[config.mk]
export PLATFORM = sky130hd
export DESIGN_NAME = mem_arbiter
export DESIGN_NICKNAME = d
export VERILOG_FILES = /design/src/rtl/mem_arbiter.sv
export SDC_FILE = /design/constraint.sdc
export NUM_CORES = 1
export LEC_CHECK = 0
export ABC_AREA = 1
export BUFFER_PORTS_ARGS = -buffer_cell sky130_fd_sc_hd__buf_2
export CORE_MARGIN = 5
export CORE_UTILIZATION = 30
export CTS_BUF_LIST = sky130_fd_sc_hd__clkbuf_8 sky130_fd_sc_hd__clkbuf_16
export DETAILED_ROUTE_END_ITERATION = 10
export HOLD_SLACK_MARGIN = 0.03
export PLACE_DENSITY = 0.51
export SETUP_SLACK_MARGIN = 0.15
export SYNTH_ARGS = -nofsm -noshare
export SYNTH_HDL_FRONTEND = slang
export SYNTH_SLANG_ARGS = --single-unit
[constraint.sdc]
create_clock -name clock -period 4.85 [get_ports clock]
set_input_delay 0.485 -clock clock [delete_from_list [all_inputs] [get_ports clock]]
set_output_delay 0.485 -clock clock [all_outputs]
set_load 0.05 [all_outputs]
[src/rtl/mem_arbiter.sv]
`default_nettype none
// ============================================================================
// Module   : mem_arbiter
// Brief    : Round-robin arbiter sharing one RAM port between IFU and LSU,
//            with a response timeout and post-abort drain.
// Revision : 1.0
// ============================================================================
module mem_arbiter #(
    parameter int TIMEOUT = 64,
    parameter int TO_W    = 7
) (
    input  logic        clock,
    input  logic        reset_n,
    input  logic        ifu_reqValid,
    input  logic [31:0] ifu_addr,
    output logic        ifu_respValid,
    output logic [31:0] ifu_rdata,
    output logic        ifu_err,
    input  logic        lsu_reqValid,
    input  logic        lsu_wen,
    input  logic [31:0] lsu_wdata,
    input  logic [3:0]  lsu_wbmask,
    input  logic [31:0] lsu_addr,
    output logic        lsu_respValid,
    output logic [31:0] lsu_rdata,
    output logic        lsu_err,
    output logic        mem_reqValid,
    output logic        mem_wen,
    output logic [31:0] mem_wdata,
    output logic [3:0]  mem_wbmask,
    output logic [31:0] mem_addr,
    input  logic        mem_respValid,
    input  logic [31:0] mem_rdata
);

    localparam logic [2:0] c_ST_IDLE  = 3'd0;
    localparam logic [2:0] c_ST_ISSUE = 3'd1;
    localparam logic [2:0] c_ST_WAIT  = 3'd2;
    localparam logic [2:0] c_ST_RESP  = 3'd3;
    localparam logic [2:0] c_ST_DRAIN = 3'd4;

    localparam logic c_OWN_IFU = 1'b0;
    localparam logic c_OWN_LSU = 1'b1;

    localparam logic [TO_W-1:0] c_TO_LAST = TO_W'(TIMEOUT - 1);

    logic [2:0]      r_state;
    logic [2:0]      w_next_state;
    logic            r_last_grant;
    logic            r_owner;
    logic            r_abort;
    logic [TO_W-1:0] r_cnt;
    logic [31:0]     r_mem_addr;
    logic            r_mem_wen;
    logic [31:0]     r_mem_wdata;
    logic [3:0]      r_mem_wbmask;
    logic [31:0]     r_ifu_rdata;
    logic            r_ifu_err;
    logic [31:0]     r_lsu_rdata;
    logic            r_lsu_err;

    logic            w_grant_any;
    logic            w_grant_lsu;
    logic            w_wait_done;
    logic            w_resp_err;
    logic [31:0]     w_resp_data;

    // On a tie the LSU wins only if the IFU held the previous grant.
    always_comb begin
        w_grant_any  = ifu_reqValid || lsu_reqValid;
        w_grant_lsu  = lsu_reqValid && (!ifu_reqValid || (r_last_grant == c_OWN_IFU));
        w_wait_done  = mem_respValid || (r_cnt == c_TO_LAST);
        w_resp_err   = !mem_respValid;
        w_resp_data  = mem_respValid ? mem_rdata : 32'd0;
        w_next_state = r_state;
        case (r_state)
            c_ST_IDLE:  if (w_grant_any) w_next_state = c_ST_ISSUE;
            c_ST_ISSUE: w_next_state = c_ST_WAIT;
            c_ST_WAIT:  if (w_wait_done) w_next_state = c_ST_RESP;
            c_ST_RESP:  w_next_state = r_abort ? c_ST_DRAIN : c_ST_IDLE;
            c_ST_DRAIN: if (mem_respValid) w_next_state = c_ST_IDLE;
            default:    w_next_state = c_ST_IDLE;
        endcase
    end

    always_ff @(posedge clock or negedge reset_n) begin
        if (!reset_n) begin
            r_state      <= c_ST_IDLE;
            r_last_grant <= c_OWN_LSU;
            r_owner      <= c_OWN_IFU;
            r_abort      <= 1'b0;
            r_cnt        <= '0;
            r_mem_addr   <= 32'd0;
            r_mem_wen    <= 1'b0;
            r_mem_wdata  <= 32'd0;
            r_mem_wbmask <= 4'd0;
            r_ifu_rdata  <= 32'd0;
            r_ifu_err    <= 1'b0;
            r_lsu_rdata  <= 32'd0;
            r_lsu_err    <= 1'b0;
        end else begin
            r_state <= w_next_state;
            case (r_state)
                c_ST_IDLE: begin
                    if (w_grant_any) begin
                        r_owner      <= w_grant_lsu;
                        r_last_grant <= w_grant_lsu;
                        r_abort      <= 1'b0;
                        if (w_grant_lsu) begin
                            r_mem_addr   <= lsu_addr;
                            r_mem_wen    <= lsu_wen;
                            r_mem_wdata  <= lsu_wdata;
                            r_mem_wbmask <= lsu_wbmask;
                        end else begin
                            r_mem_addr   <= ifu_addr;
                            r_mem_wen    <= 1'b0;
                            r_mem_wdata  <= 32'd0;
                            r_mem_wbmask <= 4'd0;
                        end
                    end
                end
                c_ST_ISSUE: r_cnt <= '0;
                c_ST_WAIT: begin
                    if (w_wait_done) begin
                        if (r_owner == c_OWN_LSU) begin
                            r_lsu_rdata <= w_resp_data;
                            r_lsu_err   <= w_resp_err;
                        end else begin
                            r_ifu_rdata <= w_resp_data;
                            r_ifu_err   <= w_resp_err;
                        end
                        r_abort <= w_resp_err;
                    end else begin
                        r_cnt <= r_cnt + 1'b1;
                    end
                end
                // The late RAM answer to an aborted request is swallowed here.
                c_ST_DRAIN: if (mem_respValid) r_abort <= 1'b0;
                default: ;
            endcase
        end
    end

    assign mem_reqValid  = (r_state == c_ST_ISSUE);
    assign mem_wen       = r_mem_wen;
    assign mem_wdata     = r_mem_wdata;
    assign mem_wbmask    = r_mem_wbmask;
    assign mem_addr      = r_mem_addr;
    assign ifu_respValid = (r_state == c_ST_RESP) && (r_owner == c_OWN_IFU);
    assign lsu_respValid = (r_state == c_ST_RESP) && (r_owner == c_OWN_LSU);
    assign ifu_rdata     = r_ifu_rdata;
    assign ifu_err       = r_ifu_err;
    assign lsu_rdata     = r_lsu_rdata;
    assign lsu_err       = r_lsu_err;

endmodule
`default_nettype wire

[Yosys cells after proc, flatten, opt, wreduce, memory -nomap -nowiden]
Index checks and enable logic that the tools add are counted.
Widths: inputs -> output; s select.
Word-level totals
  register bits after elaboration: 148
  latch bits: 0
  memory bits (writable): 0
  memory bits (read-only): 0
  bits of input ports: 138
  output and inout port bits: 138
  logic and storage cells: 58
  memories: 0
Cells by class
  $add $sub $neg: 1
  multipliers: 0
  div/mod/pow operators: 0
  $lt $le $gt $ge: 0
  equality and inequality tests: 9
  shifts and indexed selects: 0
  mux-type cells: 16
  bitwise operators: 2
  reductions and logical operators: 17
Operator list (count)
  $mux 32: 3
  $pmux 3 s5: 1
  $pmux 7 s2: 1
  $mux 3: 4
  $reduce_and 3->1: 3
  $ne 2x2->1 const B: 4
  $add 7x1->7 const B: 1
  $eq 7x6->1 const B: 1
  $mux 7: 1
  $eq 3x2->1 const B: 2
  $mux 1: 4
  $mux 4: 1
  $reduce_and 2->1: 2
  $reduce_and 4->1: 1
  $eq 3x1->1 const B: 1
  $eq 3x3->1 const B: 1
  $logic_and 1x1->1: 3
  $logic_not 3->1: 1
  $logic_or 1x1->1: 3
  $pmux 1 s3: 1
  $reduce_bool 3->1: 1
  $logic_not 1->1: 2
  $not 1->1: 2
  $reduce_bool 2->1: 1

[Logic depth before layout (Yosys ltp)]
  depth in word-level cells: 4
  gate-level depth with buffers: 10
  gate-level depth less buffers: 8

[Worst setup path after synthesis]
No wires, ideal clock.
  kind: flip-flop to flip-flop
  start: reg r_state[1]
  end: reg r_cnt[5]
  setup time: 0.140 ns
  arrival: 2.211 ns
  required time: 4.710 ns
  path slack: 2.499 ns
  stages on the path, launching flop included: 6
  buffers on the path: 1
  period minus slack after synthesis: 2.351 ns
  cells stage by stage: dfrtp_1 > buf_2 > nor3_1 > nor2_1 > nand2_1 > o21ai_0
On the way
  word-level cells in the longest chain between the ends: 3
  elaborated cells on any way between the ends: 6
  those cells by class: eq/ne (3); mux (1); reduce/logical (2)
Ends and longest elaborated chain
  from (decl): line 47  | logic [2:0] r_state;
  from (signal assigned): line 88  | r_state <= c_ST_IDLE;
  from (signal assigned): line 102  | r_state <= w_next_state;
  $eq 3x1->1 *
  named net mem_reqValid: line 27  | output logic mem_reqValid,
  $reduce_bool 2->1 (no line)
  $reduce_and 2->1 (no line)
  to (signal assigned): line 134  | r_cnt <= r_cnt + 1'b1;
  to (decl): line 52  | logic [TO_W-1:0] r_cnt;
The timed path passes the listed nets; every way through them passes the cells marked *.
A chain may end at the register's enable or synchronous reset.

[Worst setup path after layout]
  start: reg r_last_grant
  end: reg r_mem_wdata[4] (netlist: mem_wdata[4])
On the way
  word-level cells in the longest chain between the ends: 4
Ends and longest elaborated chain
  from (decl): line 49  | logic r_last_grant;
  from (signal assigned): line 89  | r_last_grant <= c_OWN_LSU;
  from (signal assigned): line 107  | r_last_grant <= w_grant_lsu;
  $not 1->1: line 71  | w_grant_lsu = lsu_reqValid && (!ifu_reqValid || (r_last_grant == c_OWN_IFU));
  $logic_or 1x1->1: line 71
  $logic_and 1x1->1: line 71
  $mux 32: line 109  | if (w_grant_lsu) begin
  to (signal assigned): line 112  | r_mem_wdata <= lsu_wdata;
  to (decl): line 55  | logic [31:0] r_mem_wdata;
No other way between the ends.

==> summary.txt <==
Layout
  • # diodes: 0
  • # nets final: 1085
  • Area growth from synthesis to final layout: 34.3%
  • Most common cell after layout, fill and taps aside: sky130_fd_sc_hd__buf_2
  • Fraction of final layout cells with drive strength greater than 1: 0.336
  • Number of fillers in the final layout: 2048
  • Commonest non-fill, non-tap cells in the layout: 274 x sky130_fd_sc_hd__buf_2, 192 x sky130_fd_sc_hd__nand2_1, 147 x sky130_fd_sc_hd__dfrtp_1

GRT
  • Global-route met2 utilization: 0.231
  • Number of global-route vias before repair: 5379
  • Remaining global-route overflow: 0
  • Global-route track usage on met1: 0.211
  • Maximum number of pins on one net before global-route repair: approximately 140
  • Global router's overall resource usage: 0.157
  • GR Util met3: 0.0685
  • First-pass GRT wire length: 29600 um
  • Antenna violations before repair: 2
  • Global-route layer with the greatest usage: met2

Synthesis
  • Main combinational cell family by area after synthesis: simple AND/OR/NAND/NOR gates
  • Syn Inst Count: between 600 and 700
  • Fraction of the mapped netlist area in adder cells: 0.00200
  • Flip-flop cell with the highest count after synthesis: sky130_fd_sc_hd__dfrtp_1
  • Number of synthesized register bits: 148
  • EDFF count, synth: 0
  • Portion of the post-synthesis area used by sequential elements: 0.593
  • Synth Area in Compound Gates: 0.128
  • Post-synthesis cell type count: 23
  • Share of flip-flops with an asynchronous set or reset: 1.00
  • Total nets after synthesis: ~830
  • Simple-gate portion of the synthesized area: 0.200
  • Mapped Avg Cell Area: a little over 9 um^2
  • Synth Cell Area: 6250 um^2
  • Post-synthesis mux area share: 0
  • Count of synthesis-stage warnings from yosys: 0
  • Xor-xnor portion of the synthesized cell area: 0.00280

Worst setup path
  • Data required time at the worst endpoint: 5130 ps
  • Biggest cell delay along the critical path: ~540 ps
  • Critical path buffers and inverters: 3
  • Arrival time of the worst setup path: 2440 ps
  • Critical path class: reg2reg
  • Family with the most delay on the worst path: buffers and inverters
  • Startpoint type of the worst setup path: flip-flop
  • Critical Path End Type: flip-flop
  • CP max FO: 52
  • Flop2flop setup slack: 2690 ps
  • End of the worst register-to-register path: mem_wdata[4]
  • Worst r2r path cells: 7
  • Startpoint of the worst register-to-register path: r_last_grant
  • Cell Chain, Critical Path: nand2_1 -> nand2_1 -> buf_4 -> inv_2 -> buf_4 -> nand3_1 -> o21ai_0
  • Worst-path cell with the longest stage delay: sky130_fd_sc_hd__dfstp_2

Routing
  • Wire length reported by the detailed router: 18600 um
  • Remaining routing DRC violations: 0
  • Average wire per cell in the routed design: 15.1 um
  • Drt initial violations: 317
  • Number of iterations in the first detailed-routing pass: 4
  • Vias per cell: 4.44
  • Detail Route Antenna Nets: 0
  • Number of vias after detailed routing: 5455

Clocking
  • Clock tree from TritonCTS: built
  • Hold-fix buffers, CTS: 1
  • Clock sink count: 148
  • Clock transition at the register clock pins on the worst setup and hold paths after CTS: approximately 70 ps
  • Post-CTS resize count: 0
  • Maximum root-to-sink buffer count: 2
  • Clock Tree Root: sky130_fd_sc_hd__clkbuf_16
  • Number of H-tree branching levels: 4
  • Post-CTS Setup Bufs: 0
  • Number of buffers inserted during clock tree synthesis: 17
  • Source-to-sink clock delay at the later pin of the worst-skew pair: 420 ps

STA
  • Unrepaired setup endpoints after global routing: false
  • Tightest slew margin relative to the limit: 0.424
  • Period utilisation layout: 0.446
  • Final hold slack: 297 ps
  • Fin crit period: around 2200 ps
  • Highest attainable clock frequency: 0.463 GHz
  • Final setup TNS: 0 ps
  • Final Hold Viols: 0
  • Worst setup skew after layout: 9.30 ps
  • Total count of max-transition violations in the final report: 0
  • Slew at the pin closest to its max-slew limit: 863 ps
  • Final count of negative-setup-slack endpoints: 0

Power
  • Power density over the cells: 769 nW/um^2
  • Final total power: 0.00646 W
  • Peak supply drop: 0.298 mV
  • Share of power burned in the clock network: 0.216
  • Sw Pwr: 0.00325 W
  • Gate power share: 0.480
  • Sequential cell fraction of total power: 0.304
  • Internal power of the cells: between 0.003 and 0.004 W
  • Reported leakage power: 4.29 nW
  • Switching Share: 0.503

Floorplanning
  • Chip Width: roughly 150 um
  • Starting density of the core: 0.307
  • Chip Height: 154 um
  • Core ar.: approximately 20000 um^2
  • Std cell rows: 52
  • Top Ports: 276
  • Full die area: 23800 um^2

Placed design
  • PortBufs: 275
  • Placer's final routability congestion estimate: 0.782
  • Detailed Place HPWL: 13300 um

Min path
  • Hold/Removal Path Class: in2reg
  • Depth of the worst hold-timing path: 3
  • Hold worst-path end: mem_wdata[9]
  • Worst min-delay path startpoint: lsu_wdata[9]

Run
  • Number of max-capacitance violations reported: 0

Run status
  • Status: completed
==> layer usage <==
metal,vias up,part of all wire,wire length [um]
met4,4,0.0096,178
met1,2456,0.45,8360
met5,-,0.0018,33
li1,2764,-,-
met3,15,0.096,1780
met2,216,0.44,8210
==> worst max path at each step <==
| stage | from | endpoint | cells past startpoint |
|---|---|---|---|
| 2_1_floorplan | r_state[1] | r_cnt[5] | 5 |
| 3_3_place_gp | ifu_reqValid | r_owner | 8 |
| 3_5_place_dp | ifu_reqValid | r_last_grant | 8 |
| 4_1_cts | r_last_grant | mem_wdata[4] | 7 |
| 5_1_grt | r_last_grant | mem_wbmask[1] | 7 |
| 6_report | r_last_grant | mem_wdata[4] | 7 |
==> cells by family after synthesis <==
| kind of cell | count (synthesis) |
|---|---|
| simple gates | 296 |
| compound gates | 144 |
| xor+xnor | 2 |
| fa+ha+maj | 1 |
| flops | 148 |
| buf+inv | 97 |
==> cells in the mapped netlist (2+ instances only) <==
cell type,instances,area share
sky130_fd_sc_hd__nor2_1,15,0.0090
sky130_fd_sc_hd__nand3_1,82,0.066
sky130_fd_sc_hd__inv_2,3,0.0018
sky130_fd_sc_hd__nand3_2,2,0.0032
sky130_fd_sc_hd__o21ai_0,92,0.074
sky130_fd_sc_hd__o21ai_1,18,0.014
sky130_fd_sc_hd__buf_2,13,0.010
sky130_fd_sc_hd__clkbuf_1,18,0.011
sky130_fd_sc_hd__inv_1,50,0.030
sky130_fd_sc_hd__o21a_1,32,0.038
sky130_fd_sc_hd__a21oi_1,2,0.0016
sky130_fd_sc_hd__nand2_1,192,0.12
sky130_fd_sc_hd__buf_6,10,0.018
sky130_fd_sc_hd__buf_4,3,0.0036
sky130_fd_sc_hd__xor2_1,2,0.0028
sky130_fd_sc_hd__dfrtp_1,147,0.59
==> layout make-up <==
type / instances / area (um^2) / area share
clock buffer: 17 / 425 / 0.0507
timing repair buffer: 283 / 1460 / 0.174
sequential: 148 / 3700 / 0.441
multi-input combinational: 443 / 2080 / 0.248
inverter: 53 / 199 / 0.0237
tap: 270 / 338 / 0.0402
clock inverter: 15 / 194 / 0.0231
==> worst reg2reg max path, delay by kind of cell, from the launching register on <==
kind	cells	cell delay, ps
buffers and inverters	3	1160
flip-flops	1	540
AND/OR/NAND/NOR	3	240
AO/OA/AOI/OAI	1	80
==> stage by stage <==
stage / instance area [um^2] / std cells / utilization / setup WS (ps)
after floorplan: 6250 / 688 / - / 2500
after CTS: 8400 / 1229 / 0.412 / 2680
after global routing: 8400 / 1229 / 0.412 / 2490
after global placement: 7770 / 1196 / 0.381 / 2460
after detailed placement: 7770 / 1196 / 0.381 / 2470
final: 8400 / 1229 / 0.412 / 2690
==> sequential cells by signal (all words and copies together) (netlist names) <==
name / flops
ifu_rdata: 32
lsu_rdata: 32
mem_addr: 32
mem_wdata: 32
r_cnt: 7
mem_wbmask: 4
r_state: 3
ifu_err: 1
lsu_err: 1
mem_wen: 1
r_abort: 1
r_last_grant: 1
r_owner: 1
==> power by group through the flow <==
stage	Combinational [W]	Sequential [W]	Clock, W
floorplan	0.000843	0.00349	0
global placement	0.00312	0.00199	0
detailed placement	0.00314	0.00198	0
finish	0.00310	0.00196	0.00140
global route	0.00332	0.00203	0.00149
CTS	0.00314	0.00197	0.00144
Power figures use the tool's default switching activity.
